<file path="config.mk">
export PLATFORM = sky130hd
export DESIGN_NAME = exp_range_reduce
export DESIGN_NICKNAME = d
export VERILOG_FILES = /design/src/rtl/exp_range_reduce.sv
export SDC_FILE = /design/constraint.sdc
export NUM_CORES = 1
export LEC_CHECK = 0
export CAP_MARGIN = 5
export CORE_ASPECT_RATIO = 1.25
export CORE_UTILIZATION = 40
export DETAILED_ROUTE_END_ITERATION = 8
export HOLD_SLACK_MARGIN = 0.05
export PLACE_DENSITY = 0.54
export REMOVE_ABC_BUFFERS = 1
export SETUP_SLACK_MARGIN = 0.2
export SYNTH_ARGS = -nofsm -noshare
export SYNTH_HDL_FRONTEND = slang
export SYNTH_SLANG_ARGS = --single-unit
</file>
<file path="constraint.sdc">
create_clock -name clk -period 20.9 [get_ports clk]
set_clock_uncertainty 0.05 [all_clocks]
set_input_delay 4.18 -clock clk [delete_from_list [all_inputs] [get_ports clk]]
set_output_delay 4.18 -clock clk [all_outputs]
set_load 0.1 [all_outputs]
</file>
<file path="src/rtl/exp_range_reduce.sv">
// Range reduction for exp(): splits signed fixed-point x into k and r, x = k*ln2 + r,
// 0 <= r < ln2, through a 3-stage valid/ready pipeline that stalls without dropping.
module exp_range_reduce #(
    parameter int DATA_W = 32,
    parameter int FRAC_W = 16,
    parameter int K_W    = 8,
    parameter int LN2_Q  = 45426,
    parameter int ILN2_Q = 94548
) (
    input  logic                     clk,
    input  logic                     rst_n,
    input  logic                     in_valid,
    output logic                     in_ready,
    input  logic signed [DATA_W-1:0] in_x,
    output logic                     out_valid,
    input  logic                     out_ready,
    output logic signed [K_W-1:0]    out_k,
    output logic signed [DATA_W-1:0] out_r,
    output logic                     out_sat
);
    localparam int STAGES = 3;
    localparam int P_W    = 2 * DATA_W;
    localparam int KR_W   = P_W - 2 * FRAC_W;
    localparam int R_W    = DATA_W + K_W + 2;
    localparam int KMAX   = (2 ** (K_W - 1)) - 1;
    localparam int KMIN   = -(2 ** (K_W - 1));

    logic [STAGES:1] vld_pipe;
    logic en1, en2, en3;

    logic signed [DATA_W-1:0] x1, x2;
    logic signed [P_W-1:0]    p1;
    logic signed [KR_W-1:0]   kraw;

    logic signed [R_W-1:0]    r0, rc;
    logic signed [KR_W-1:0]   kc;
    logic                     sat_hi, sat_lo;

    // Enables chain back from the output so a full pipe that is draining takes no bubble.
    assign en3       = !vld_pipe[3] || out_ready;
    assign en2       = !vld_pipe[2] || en3;
    assign en1       = !vld_pipe[1] || en2;
    assign in_ready  = en1;
    assign out_valid = vld_pipe[3];

    always_ff @(posedge clk or negedge rst_n) begin
        if (!rst_n) begin
            vld_pipe <= '0;
        end else begin
            if (en1) vld_pipe[1] <= in_valid;
            if (en2) vld_pipe[2] <= vld_pipe[1];
            if (en3) vld_pipe[3] <= vld_pipe[2];
        end
    end

    always_ff @(posedge clk or negedge rst_n) begin
        if (!rst_n) begin
            x1 <= '0;
            p1 <= '0;
        end else if (en1) begin
            x1 <= in_x;
            p1 <= P_W'(in_x) * P_W'(ILN2_Q);
        end
    end

    // Arithmetic shift floors toward -inf, so negative x gets the lower k.
    always_ff @(posedge clk or negedge rst_n) begin
        if (!rst_n) begin
            x2   <= '0;
            kraw <= '0;
        end else if (en2) begin
            x2   <= x1;
            kraw <= KR_W'(p1 >>> (2 * FRAC_W));
        end
    end

    // The rounded 1/ln2 constant can leave kraw off by one; one fix-up step covers it.
    always_comb begin
        r0 = R_W'(x2) - R_W'(kraw) * R_W'(LN2_Q);
        kc = kraw;
        rc = r0;
        if (r0[R_W-1]) begin
            kc = kraw - KR_W'(1);
            rc = r0 + R_W'(LN2_Q);
        end else if (r0 >= R_W'(LN2_Q)) begin
            kc = kraw + KR_W'(1);
            rc = r0 - R_W'(LN2_Q);
        end
        sat_hi = kc > KR_W'(KMAX);
        sat_lo = kc < KR_W'(KMIN);
    end

    always_ff @(posedge clk or negedge rst_n) begin
        if (!rst_n) begin
            out_k   <= '0;
            out_r   <= '0;
            out_sat <= 1'b0;
        end else if (en3) begin
            if (sat_hi) begin
                out_k   <= K_W'(KMAX);
                out_r   <= '0;
                out_sat <= 1'b1;
            end else if (sat_lo) begin
                out_k   <= K_W'(KMIN);
                out_r   <= '0;
                out_sat <= 1'b1;
            end else begin
                out_k   <= K_W'(kc);
                out_r   <= DATA_W'(rc);
                out_sat <= 1'b0;
            end
        end
    end
endmodule

</file>
==> flow_metrics.tcl, run 1 <==
set metrics [dict create \
    dp_hpwl_um 53400 \
    hold_viol 0 \
    start_util 0.407 \
    ys.flop_type "dfrtp_1" \
    first_iter_violations 766 \
    vias_per_cell 5.23 \
    violations "design-rule violations" \
    clock_latency_ps 450 \
    gp_congestion 0.977 \
    setup.worst_path.end_class "flip-flop" \
    routed_wl_um 63400 \
    fillers 5857 \
    overflow 0 \
    final.period_utilization 0.567 \
    io_buffers 78 \
    synthTopCellsByArea "fa_1 24%, ha_1 20%, dfrtp_1 15%, inv_1 9.1%, xnor2_1 3.2%" \
    setup_ws_ps 9060 \
    worst_slew_pin_slew_ps 980 \
    critPathArrivalTime_ps 12120 \
    vias 17800 \
    nNetsFinal 3353 \
    synth_cells 2589 \
    clkTransAtPathRegs_ps 70 \
    die_h_um 275 \
    status "finished with violations" \
    synth-async-reset-ratio 1.00 \
    cp.required_ps 21180 \
    grt_antenna_before_repair 0 \
    dieArea_um2 60800 \
    cts-root-buf "clkbuf_16" \
    postCtsHoldBufs 0 \
    wire_per_inst_um 18.6 \
    htreeDepth 4 \
    cts.sinks 144 \
    synth_area_um2 23900 \
    grt.total_usage 0.217 \
    drtPass1Iterations 7 \
    synth.largest_area_cell "fa_1" \
    cap_violations 0 \
    core_um2 58700 \
    hp-class "flip-flop to flip-flop" \
    postCtsSetupBuffers 0 \
    cts_buffers 17 \
    cts.path.max_buffers 2 \
    grt_pass1_wl_um 102000 \
    ant_nets 0 \
    rsz0062_at_grt "no" \
    post_cts_resized 0 \
    max-slew-margin-rel 0.328 \
    finalSetupTns_ps 0 \
    synth_edf_count 0 \
    setup_viol 0 \
    path_max_fanout 52 \
    cpMaxStageDelayCell "nor4_2" \
    synth.distinct_cells 90 \
    cpMostUsedCell "a21oi_1" \
    rows 99 \
    placed_area_um2 25500 \
    layout_min_cycle_time_ps 11840 \
    design_area_um2 26100 \
    path_class "flip-flop to flip-flop" \
    synth_top_area_frac 0.241 \
    report.final.slew_viol_count 0 \
    n_antenna_cell 0 \
    fmax_mhz 84.4 \
    drc 3 \
    grt_max_degree 76 \
    drive_above_1_share 0.0618 \
    tritoncts "yes" \
    worst_setup_path_start_kind "flip-flop" \
    syn2layout_area_growth_pct 9.08 \
    syn_avg_cell_area_um2 9.24 \
    cpPeakStageDelay_ps 650 \
    io_pins 79 \
    place_ws_ps 8910 \
    ys_warn_count 0 \
    die_x_um 221 \
    grt_pass1_vias 19000 \
    ys_seq_elements 144 \
    yosysSeqAreaShare 0.151 \
]
per-layer routing:
layer  vias to the layer above  part of all wire  global-route usage
met5                         -                 0                   0
met4                         0             0.027              0.0683
met2                       311              0.52               0.399
met3                        85             0.024              0.0164
li1                       8569                 -                   -
met1                      8853              0.42               0.267
cells in the mapped netlist, types with 11 or more instances:
cell and instances:
nor2b_1 14, a211oi_1 13, nand2b_1 21, nor4_1 11
a21oi_1 126, a21o_1 32, nand2_1 161, xnor2_1 87
mux2_2 62, nor3_1 31, buf_2 11, nand3_1 50
mux2i_1 11, o21a_1 16, nor2_1 98, xor2_1 45
o21ai_0 89, dfrtp_1 144, ha_1 390, or3_1 12
and3_1 19, inv_1 583, clkbuf_1 36, nand4_1 16
o21ai_1 25, or2_2 12, fa_1 288, o21ai_2 15
state kept, by name, indices dropped and copies added (netlist names):
register and count:
kraw 18, out_k 8, out_r 32, out_sat 1
p1 18, vld_pipe 3, x1 32, x2 32
path summary, 6_finish.rpt:
kind                           from         to  slack [ps]  cells after the start
min in group asynchronous     rst_n  out_r[15]        3690                      1
max in group asynchronous     rst_n    kraw[2]       15650                      2
setup / recovery            kraw[3]   out_k[6]        9060                     41
setup reg to reg            kraw[3]   out_k[6]        9060                     41
hold reg to reg            out_k[7]   out_k[7]         430                      2
hold / removal             out_k[7]   out_k[7]         430                      2
metrics by stage:
stage / hold WS [ps] / instances / util
after CTS: 431 / 3409 / 0.444
after global placement: 415 / 3377 / 0.434
final: 427 / 3409 / 0.444
after floorplan: 396 / 2531 / -
after detailed placement: 416 / 3377 / 0.434
after global routing: 461 / 3409 / 0.444
cell usage in the layout, fill, tap and decap left out, types with 12 or more instances in the layout:
cell type          n
nand2_1          160
or2_2             12
o21ai_1           25
ha_1             390
nor3_1            31
a211oi_1          13
dfrtp_1          144
clkbuf_16         17
nor2b_1           13
o21ai_2           15
nor2_1            98
a21oi_1          126
clkdlybuf4s50_1   77
o21ai_0           89
or3_1             12
a21o_1            32
nand4_1           16
nand2b_1          21
fa_1             288
nand3_1           49
xor2_1            44
and3_1            19
o21a_1            16
xnor2_1           86
mux2_2            62
inv_1            583
layout make-up:
cell class / instances / area [µm²] / share of cell area
flip-flops and latches: 144 / 3600 / 0.138
repair buffers: 89 / 865 / 0.0331
clock inverters: 15 / 174 / 0.00666
multi-input cells: 1803 / 17900 / 0.686
inverters: 584 / 2190 / 0.0840
clock buffers: 17 / 425 / 0.0163
well taps: 757 / 947 / 0.0363
critical path, delay by kind of cell (launching register included):
kind | cells | cell delay, ps
flip-flops | 1 | 530
XOR/XNOR | 3 | 790
AND/OR/NAND/NOR | 4 | 1220
buffers and inverters | 4 | 760
AO/OA/AOI/OAI | 22 | 5130
adder cells (fa/ha/maj) | 8 | 3220
logic make-up (layout without fill, tap and decap cells):
logic type / count (synthesis) / after routing / share of synthesized area
DFF: 144 / 144 / 0.151
and+or+nand+nor: 468 / 468 / 0.0933
adders and majority gates: 678 / 678 / 0.445
buffers and inverters: 642 / 705 / 0.103
xor gates and xnor gates: 134 / 134 / 0.0497
AOI/OAI and AO/OA: 450 / 450 / 0.125
muxes: 73 / 73 / 0.0338
Power of run 1 is left out: the tool's default activity adds up to more than one toggle a clock period on the data nets, which glitch-free logic cannot reach.
==> run 2: changes to the inputs <==
--- a/config.mk
+++ b/config.mk
@@ -10,7 +10,7 @@
 export CORE_UTILIZATION = 40
 export DETAILED_ROUTE_END_ITERATION = 8
 export HOLD_SLACK_MARGIN = 0.05
-export PLACE_DENSITY = 0.54
+export PLACE_DENSITY = 0.56
 export REMOVE_ABC_BUFFERS = 1
 export SETUP_SLACK_MARGIN = 0.2
 export SYNTH_ARGS = -nofsm -noshare
==> constraint.sdc (replaced) <==
create_clock -name clk -period 10.8 [get_ports clk]
set_clock_uncertainty 0.05 [all_clocks]
set_input_delay 2.16 -clock clk [delete_from_list [all_inputs] [get_ports clk]]
set_output_delay 2.16 -clock clk [all_outputs]
set_load 0.1 [all_outputs]
==> run 2 against run 1 <==
  * The run still ends with design-rule violations left
  * Global-route usage is 1.2 points higher
  * Cell count is 3.2% higher
  * Critical endpoint is now out_k[3]
  * First-iteration DRC count rose by 17%
  * Final area rose by 3.7%
  * Utilization rose by 1.7 points
  * Register-to-register slack got worse by 8400 ps
  * Flip-flop and latch count stayed put
  * Setup slack lost 8400 ps
  * Sequential share of layout area is 0.47 points lower
  * Routed wire length rose by 5.9%
  * Highest routed layer unchanged
  * Maximum frequency increased by 17%
==> flow_metrics.tcl, run 2 (synthesized netlist as in run 1, its figures left out) <==
set metrics [dict create \
    status "finished with violations" \
    violations "design-rule violations" \
    clock_latency_ps 460 \
    cpMaxStageDelayCell "dfrtp_1" \
    layout_min_cycle_time_ps 10130 \
    setup.worst_path.end_class "flip-flop" \
    grt_pass1_vias 19300 \
    drc 4 \
    reg_top3 "out_r x32, x1 x32, x2 x32" \
    reg2reg_depth 45 \
    overflow 0 \
    syn2layout_area_growth_pct 13.2 \
    setup_viol 0 \
    hold_viol 0 \
    routed_wl_um 67100 \
    wl_met3_um 1790 \
    worstHoldStart "p1[38]" \
    cpMostUsedCell "inv_1" \
    fmax_mhz 98.7 \
    hp-class "flip-flop to flip-flop" \
    finalSetupTns_ps 0 \
    drive_above_1_share 0.112 \
    worst-r2r-setup-slack_ps 670 \
    rsz0062_at_grt "no" \
    reg2reg_from "kraw[7]" \
    dieArea_um2 60800 \
    cts.sinks 144 \
    vias 18400 \
    cap_violations 0 \
    gp_congestion 0.961 \
    critPathArrivalTime_ps 10410 \
    die_x_um 221 \
    worst_slew_pin_slew_ps 1120 \
    vias_per_cell 5.22 \
    hold_path_end "kraw[6]" \
    ant_nets 0 \
    dp_hpwl_um 56200 \
    worstHoldPathCells 2 \
    io_buffers 78 \
    rows 99 \
    tritoncts "yes" \
    r2r-end "out_k[3]" \
    die_h_um 275 \
    final_common_cell "inv_1" \
    grt_max_degree 72 \
    grt_antenna_before_repair 1 \
    htreeDepth 4 \
    report.final.slew_viol_count 0 \
    fillers 5787 \
    cts-root-buf "clkbuf_16" \
    drtPass1Iterations 9 \
    path_class "flip-flop to flip-flop" \
    layout_common_cells "582 x inv_1, 385 x ha_1, 288 x fa_1, 160 x nand2_1, 138 x dfrtp_1" \
    cpPeakStageDelay_ps 520 \
    final_util 0.461 \
    n_antenna_cell 0 \
    dr_wl_met2_um 35100 \
    start_util 0.407 \
    clkTransAtPathRegs_ps 60 \
    highest_layer "met4" \
    max-slew-margin-rel 0.253 \
    drt-met1-wl_um 28600 \
    io_pins 79 \
    nNetsFinal 3463 \
    grt.total_usage 0.229 \
    setup_ws_ps 670 \
    final.period_utilization 0.938 \
    cts_buffers 17 \
    grt_pass1_wl_um 107000 \
    place_ws_ps 73.4 \
    core_um2 58700 \
    first_iter_violations 900 \
    fin_hold_ws_ps 427 \
    cts.path.max_buffers 2 \
    wire_per_inst_um 19.1 \
    cp.required_ps 11080 \
    path_max_fanout 7 \
    worst_setup_path_start_kind "flip-flop" \
]
run 2: final cells by class:
cell class	count	area, µm²	share of cell area
clock buffer	18	429	0.0159
inverter	584	2200	0.0811
sequential	144	3610	0.133
clock inverter	14	120	0.00444
timing repair buffer	198	1680	0.0622
tap	757	947	0.0350
multi-input combinational	1804	18100	0.668
run 2: timing repair:
item                                    in CTS  in global routing
endpoints found under the setup margin      40                 40
buffers inserted                             0                 21
resized for setup                           12                 40
cloned                                       0                  1
hold buffers                                 0                  0
pin swaps                                    1                 10
run 2: worst max-delay path by stage:
| stage | slack, ps | from | depth (start not counted) | endpoint |
|---|---|---|---|---|
| 4_1_cts | 220 | kraw[2] | 40 | out_r[17] |
| 3_5_place_dp | 70 | kraw[4] | 40 | out_k[5] |
| 2_1_floorplan | -210 | kraw[30] | 36 | out_k[0] |
| 6_report | 670 | kraw[7] | 45 | out_k[3] |
| 3_3_place_gp | 20 | kraw[4] | 41 | out_k[4] |
| 5_1_grt | 160 | kraw[7] | 45 | out_k[3] |
run 2: through the flow:
stage,std cells,area [µm²]
floorplan,2531,23700
global placement,3465,26200
detailed placement,3465,26200
CTS,3497,26700
global route,3519,27100
finish,3519,27100
run 2: routing by layer:
| metal | global-route usage | vias up |
|---|---|---|
| met4 | 0.0634 | 0 |
| met1 | 0.286 | 9138 |
| li1 | - | 8795 |
| met5 | 0 | - |
| met3 | 0.0181 | 83 |
| met2 | 0.419 | 341 |
run 2: worst max-delay path: cells and delay by family (launching register included):
family / cells / cell delay (ps)
buffers and inverters: 13 / 1540
flip-flops: 1 / 520
AO/OA/AOI/OAI: 16 / 2930
AND/OR/NAND/NOR: 5 / 1090
XOR/XNOR: 3 / 490
adder cells (fa/ha/maj): 8 / 3370
Power of run 2 is left out for the same reason.
==> run 3: changes to the inputs <==
--- a/config.mk
+++ b/config.mk
@@ -9,6 +9,7 @@
 export CORE_ASPECT_RATIO = 1.25
 export CORE_UTILIZATION = 40
 export DETAILED_ROUTE_END_ITERATION = 8
+export GPL_ROUTABILITY_DRIVEN = 0
 export HOLD_SLACK_MARGIN = 0.05
 export PLACE_DENSITY = 0.56
 export REMOVE_ABC_BUFFERS = 1
==> run 3 against run 2 <==
  * The run still ends with design-rule violations left
  * Largest cell class unchanged
  * Via count is 2.2% lower
  * Highest routed layer unchanged
  * Hold slack gained 5.5 ps
  * Die area is the same
  * Routed wire length decreased by 7.1%
  * Critical endpoint is now out_r[27]
  * Register-to-register slack got worse by 210 ps
  * Utilization shrank 0.75 points
  * Sequential share of layout area grew 0.22 points
  * Count of clock-buffer cells in the layout stayed put
==> flow_metrics.tcl, run 3 (synthesized netlist as in run 1, its figures left out) <==
set metrics [dict create \
    io_buffers 78 \
    path_class "flip-flop to flip-flop" \
    cp.required_ps 11130 \
    syn2layout_area_growth_pct 11.3 \
    drc 5 \
    dp_hpwl_um 52200 \
    finalSetupTns_ps 0 \
    hold_viol 0 \
    max-slew-margin-rel 0.213 \
    rows 99 \
    first_iter_violations 922 \
    grt.total_usage 0.213 \
    dieArea_um2 60800 \
    overflow 0 \
    worst_slew_pin_slew_ps 1180 \
    reg2reg_from "kraw[14]" \
    reg2reg_depth 40 \
    fillers 5789 \
    tritoncts "yes" \
    grt_pass1_vias 18700 \
    core_um2 58700 \
    top_usage_layer "met2" \
    setup.worst_path.end_class "flip-flop" \
    cpPeakStageDelay_ps 570 \
    path_max_fanout 12 \
    routed_wl_um 62400 \
    worst-r2r-setup-slack_ps 450 \
    layout_min_cycle_time_ps 10350 \
    worstHoldPathCells 2 \
    grt_max_degree 98 \
    final.period_utilization 0.958 \
    grt_pass1_wl_um 100000 \
    violations "design-rule violations" \
    drive_above_1_share 0.0866 \
    r2r-end "out_r[27]" \
    critPathArrivalTime_ps 10670 \
    io_pins 79 \
    hold_path_end "kraw[8]" \
    cpMaxStageDelayCell "or4_4" \
    cts.path.max_buffers 2 \
    drtPass1Iterations 8 \
    grt_use_met1 0.265 \
    use_met3 0.0205 \
    fin_hold_ws_ps 432 \
    htreeDepth 4 \
    report.final.slew_viol_count 0 \
    finalNonFillerCells 3448 \
    vias 17900 \
    start_util 0.407 \
    status "finished with violations" \
    die_x_um 221 \
    fmax_mhz 96.7 \
    die_h_um 275 \
    cts_buffers 17 \
    rsz0062_at_grt "no" \
    worst_setup_path_start_kind "flip-flop" \
    nNetsFinal 3394 \
    ant_nets 0 \
    cts-root-buf "clkbuf_16" \
    cap_violations 0 \
    setup_viol 0 \
    grt_antenna_before_repair 0 \
    worstHoldStart "p1[40]" \
    hp-class "flip-flop to flip-flop" \
    final_common_cell "inv_1" \
    clkTransAtPathRegs_ps 60 \
    cts.sinks 144 \
    grt.met2_usage 0.383 \
    reg_top3 "out_r x32, x1 x32, x2 x32" \
    place_inst 3408 \
    wire_per_inst_um 18.1 \
    n_antenna_cell 0 \
    clock_latency_ps 450 \
    layout_common_cells "582 x inv_1, 387 x ha_1, 288 x fa_1, 160 x nand2_1, 137 x dfrtp_1" \
    vias_per_cell 5.20 \
]
## run 3: worst max path at each step
| stage | cells past startpoint | startpoint | to | slack (ps) |
|---|---|---|---|---|
| 2_1_floorplan | 36 | kraw[30] | out_k[0] | -210 |
| 4_1_cts | 36 | kraw[11] | out_k[1] | 250 |
| 3_3_place_gp | 42 | kraw[3] | out_r[31] | 260 |
| 6_report | 40 | kraw[14] | out_r[27] | 450 |
| 5_1_grt | 42 | kraw[3] | out_r[22] | 90 |
| 3_5_place_dp | 41 | kraw[3] | out_r[22] | 80 |
## run 3: area by class of cell
type / instances / area [µm²] / share of cell area
inverter: 584 / 2190 / 0.0823
timing repair buffer: 130 / 1210 / 0.0454
multi-input combinational: 1803 / 18000 / 0.677
tap: 757 / 947 / 0.0356
sequential: 144 / 3610 / 0.136
clock inverter: 12 / 208 / 0.00780
clock buffer: 18 / 439 / 0.0165
## run 3: layer usage
layer  part of all wire  vias up
li1                   -     8655
met1               0.43     8807
met2               0.51      373
met3              0.028      111
met4              0.031        0
met5                  0        -
## run 3: worst max-delay path: cells and delay by family, from the launching register on
kind / cells / cell delay (ps)
fa+ha+maj: 8 / 3640
compound gates: 18 / 3530
simple gates: 5 / 1360
buf+inv: 8 / 1010
flops: 1 / 520
xor+xnor: 1 / 170
## run 3: per-stage QoR
stage | worst slack, ps | util | instance area (µm²)
floorplan | -208 | - | 23700
finish | 455 | 0.454 | 26600
CTS | 249 | 0.450 | 26400
global placement | 262 | 0.439 | 25800
detailed placement | 82.6 | 0.439 | 25800
global route | 88.4 | 0.454 | 26600
## run 3: repair_timing
| action | in CTS | in global routing |
|---|---|---|
| resized for setup | 2 | 41 |
| buffers inserted | 2 | 8 |
| gates cloned | 0 | 0 |
| pin swaps | 1 | 5 |
| hold buffers | 0 | 0 |
| endpoints found under the setup margin | 39 | 41 |
Power of run 3 is left out for the same reason.
==> patch 1 (config.mk and constraints of run 2) <==
`K_W`: 8 -> 9.
--- a/src/rtl/exp_range_reduce.sv
+++ b/src/rtl/exp_range_reduce.sv
@@ -3,7 +3,7 @@
 module exp_range_reduce #(
     parameter int DATA_W = 32,
     parameter int FRAC_W = 16,
-    parameter int K_W    = 8,
+    parameter int K_W    = 9,
     parameter int LN2_Q  = 45426,
     parameter int ILN2_Q = 94548
 ) (
Interface: changed (resized out_k); port bits go from 79 to 80. The function was not compared with the original's and may differ.
==> patch 1 against run 2 <==
  * Synthesized area up 1.5%
  * Non-clock buffer count up 12
  * Routed wire length up 0.61%
  * Sequential cell count up 1
  * Worst setup slack worse by 0.066 ns
  * Design area up 3.0%
Power is left out: the tool's default activity adds up to more than one toggle a clock period on the data nets, which glitch-free logic cannot reach.
==> patch 1: results (changes against run 2) <==
metric,value,unit,change
use_met2,40.78,%,was 41.90%
globalplace.congestion,0.9760,,was 0.9612
synthTopCellsByCount,"inv_1, ha_1, fa_1, dfrtp_1, nor2_1",,"was inv_1, ha_1, fa_1, nand2_1, dfrtp_1"
synth_cell_types,96,,was 90
outcome,finished clean,,"was finished, violations left"
synth_top_area_share,23.66,%,was 24.10%
dr_total_vias,18599,,was 18.36k
synthMuxAreaShare,3.354,%,was 3.378%
synth_fa_ha_area_share,43.75,%,was 44.50%
routedWlPerCell,18.99,um,was 19.07 um
drc,0,,was 4
dr.pass1.iters,6,,was 9
crit_slowest_cell,fa_1,,was dfrtp_1
dp_slack,0.08590,ns,was 0.07343 ns
drt_iter0_drc,1055,,was 900
grtUsageMet3,1.748,%,was 1.807%
drive_gt1_share,12.40,%,was 11.22%
grt_pass1_wl,106000,um,was 106700 um
worst_ep_arrival_time,10.54,ns,was 10.41 ns
synthTopCellsByArea,"fa_1, ha_1, dfrtp_1",,unchanged
num-nets-final,3490,,was 3463
yosys.area_share.xor_xnor,5.307,%,was 4.968%
placed_area,26460,um2,was 26160 um2
maxUsedRoutingLayer,met5,,was met4
critPathMaxFanout,8,,was 7
first_global_vias,19426,,was 19.35k
wl_met1,28810,um,was 28610 um
met1_usage,27.01,%,was 28.57%
relSlewSlack,32.07,%,was 25.28%
nFillCells,5804,,was 5787
io_buffers,79,,was 78
patch 1: changes by cell type in the layout (fill, tap and decap cells not counted), sizes merged, moves of 9 or more:
cell	delta
nand2	-46
o21ai	-42
a22o	+32
nor2	+29
a21o	+13
and2	+12
a31oi	+11
buf	+9
nand3	-9
nor4	-9
patch 1: final cells by class:
| type | count | area, um2 | share of cell area, % |
|---|---|---|---|
| sequential | 145 | 3636 | 13.04 |
| clock inverter | 14 | 166.4 | 0.5969 |
| multi-input combinational | 1826 | 18610 | 66.77 |
| inverter | 577 | 2181 | 7.822 |
| tap | 765 | 957.2 | 3.433 |
| timing repair buffer | 210 | 1886 | 6.763 |
| clock buffer | 18 | 439.2 | 1.575 |
patch 1: tightest hold or removal path, delay by kind of cell, from the launching register on:
family,cells,cell delay (ns)
flops,1,0.34
simple gates,1,0.05
compound gates,1,0.06
patch 1: kinds of logic after synthesis:
group,Yosys count
DFF,145
xor gates and xnor gates,145
buffers and inverters,637
muxes,73
adders and majority gates,677
AOI/OAI and AO/OA,460
and+or+nand+nor,471
patch 1: repair_timing:
item                       in CTS  in global routing
gates cloned                    0                  3
buffers inserted                1                 37
setup endpoints to repair      41                 41
resized for setup               2                102
pin swaps                       1                 51
patch 1: worst paths after layout:
check / startpoint / endpoint / slack, ns / cells after the start
setup / recovery: kraw[14] / out_r[13] / 0.60 / 43
hold / removal: p1[43] / kraw[11] / 0.43 / 2
setup reg to reg: kraw[14] / out_r[13] / 0.60 / 43
hold reg to reg: p1[43] / kraw[11] / 0.43 / 2
max in group asynchronous: rst_n / kraw[15] / 7.65 / 2
min in group asynchronous: rst_n / x1[4] / 1.73 / 1
==> patch 2 (flow settings as in run 2) <==
Without the edit above. Reset style: synchronous (`rst_n`), changed in 4 clocked blocks.
--- a/src/rtl/exp_range_reduce.sv
+++ b/src/rtl/exp_range_reduce.sv
@@ -43,7 +43,7 @@
     assign in_ready  = en1;
     assign out_valid = vld_pipe[3];
 
-    always_ff @(posedge clk or negedge rst_n) begin
+    always_ff @(posedge clk) begin
         if (!rst_n) begin
             vld_pipe <= '0;
         end else begin
@@ -53,7 +53,7 @@
         end
     end
 
-    always_ff @(posedge clk or negedge rst_n) begin
+    always_ff @(posedge clk) begin
         if (!rst_n) begin
             x1 <= '0;
             p1 <= '0;
@@ -64,7 +64,7 @@
     end
 
     // Arithmetic shift floors toward -inf, so negative x gets the lower k.
-    always_ff @(posedge clk or negedge rst_n) begin
+    always_ff @(posedge clk) begin
         if (!rst_n) begin
             x2   <= '0;
             kraw <= '0;
@@ -90,7 +90,7 @@
         sat_lo = kc < KR_W'(KMIN);
     end
 
-    always_ff @(posedge clk or negedge rst_n) begin
+    always_ff @(posedge clk) begin
         if (!rst_n) begin
             out_k   <= '0;
             out_r   <= '0;
Behaviour: differs if rst_n is asserted again (counterexample within 4 cycles, from zero or initial values and one cycle with rst_n low); with rst_n held inactive, the same outputs for 4 cycles.
==> patch 2 against run 2 <==
  * Worst hold slack worse by 0.014 ns
  * Design area fell by 0.49%
  * Sequential cell count unchanged
  * Synthesized area grew 0.55%
  * Synthesized cell count is 7.2% higher
  * Routed wire length increased by 0.97%
  * Critical endpoint is now out_r[26]
  * Worst setup slack better by 0.013 ns
Power is left out: the tool's default activity adds up to more than one toggle a clock period on the data nets, which glitch-free logic cannot reach.
==> patch 2: results (changes against run 2) <==
metric,value,unit,change
outcome,finished clean,,"was finished, violations left"
multi_input_area,18750,um2,was 18090 um2
grt_pass1_wl,108600,um,was 106700 um
ys.warnings.count,0,,unchanged
routed_via_density,5.259,,was 5.217
critPathMaxStageDelay,0.58,ns,was 0.52 ns
crit_slowest_cell,or4b_4,,was dfrtp_1
globalplace.congestion,0.9377,,was 0.9612
hold_path_depth,2,,unchanged
r2r_cells,43,,was 45
worstMarginPinSlew,1.266,ns,was 1.117 ns
routed_wl,67750,um,was 67100 um
synth_fa_ha_area_share,44.25,%,was 44.50%
buffer_area_share,5.624,%,was 6.216%
antenna_cells,0,,unchanged
htree_levels,4,,unchanged
critPathMaxFanout,14,,was 7
dr.pass1.iters,5,,was 9
top_regs,"out_r x32, x1 x32, x2 x32",,unchanged
worst_ep_arrival_time,10.47,ns,was 10.41 ns
ctsLongestPathBuffers,2,,unchanged
drt_iter0_drc,892,,was 900
hold_path_class,reg2reg,,unchanged
nMultiInputCombCells,1958,,was 1804
clkTransAtPathRegs,0.08,ns,was 0.06 ns
final-seq-area,2884,um2,was 3611 um2
n_all_buffers,166,,was 198
insertion_delay,0.47,ns,
dpl.hpwl,56900,um,was 56240 um
async_flop_share,0,%,was 100.0%
antenna_found_initial,2,,was 1
synthMuxAreaShare,0.4629,%,was 3.378%
synthTopCellsByArea,"fa_1, ha_1, dfxtp_1",,"was fa_1, ha_1, dfrtp_1"
ys_seq_area_share,11.98,%,was 15.06%
first_global_vias,20273,,was 19.35k
grt_max_degree,64,,was 72
num-nets-final,3593,,was 3463
synth_cell_types,88,,was 90
inverters,592,,was 584
drive_gt1_share,6.432,%,was 11.22%
grtUsageTotal,22.51,%,was 22.90%
synth-main-ff-cell,dfxtp_1,,was dfrtp_1
clock_area_share,2.280,%,was 2.029%
nFillCells,5874,,was 5787
synth_compound_area_share,16.17,%,was 12.48%
clkbuf_count,17,,was 18
yosys.area_share.xor_xnor,4.941,%,was 4.968%
synthTopCellsByCount,"inv_1, ha_1, fa_1, nand2_1, dfxtp_1",,"was inv_1, ha_1, fa_1, nand2_1, dfrtp_1"
-- patch 2: cell types whose count changed after synthesis, sizes merged, moves of 12 or more --
cell / run 2 / this run
and2: 7 / 20
dfxtp: 0 / 144
a21boi: 4 / 100
o21ai: 129 / 86
nand2: 162 / 285
clkbuf: 36 / 59
dfrtp: 144 / 0
mux2: 62 / 1
a32o: 0 / 32
a21oi: 129 / 115
o221ai: 12 / 0
-- patch 2: layer usage --
| metal | global-route usage (%) | wire (um) |
|---|---|---|
| met1 | 27.14 | 28830 |
| met2 | 40.83 | 34410 |
| met3 | 2.051 | 1807 |
| met4 | 9.234 | 2680 |
| met5 | 0 | 27 |
-- patch 2: final timing paths --
path	startpoint	end	slack, ns
worst max-delay path	kraw[6]	out_r[26]	0.68
worst min-delay path	x1[30]	x2[30]	0.41
worst max register to register	kraw[6]	out_r[26]	0.68
worst min register to register	x1[30]	x2[30]	0.41
-- patch 2: stage by stage --
step | hold WS, ns | instances | cell area, um2 | worst slack, ns
after floorplan | 0.3830 | 2694 | 23700 | -0.4422
after global placement | 0.3978 | 3617 | 26080 | 0.1995
after detailed placement | 0.4040 | 3617 | 26080 | -0.05542
after CTS | 0.4130 | 3650 | 26730 | 0.2123
after global routing | 0.4329 | 3657 | 26940 | 0.1856
final | 0.4128 | 3657 | 26940 | 0.6822
-- patch 2: worst max-delay path, delay by kind of cell (launching register included) --
kind / cells / cell delay (ns)
xor gates and xnor gates: 2 / 0.32
and+or+nand+nor: 5 / 1.27
AOI/OAI and AO/OA: 20 / 3.60
buffers and inverters: 8 / 1.16
DFF: 1 / 0.48
adders and majority gates: 8 / 3.15
-- patch 2: what timing repair did --
item,4_1_cts,5_1_grt
endpoints found under the hold margin,0,0
setup buffers,1,4
pin swaps,2,8
gates resized for setup,9,26
endpoints found under the setup margin,40,40
cloned,0,3
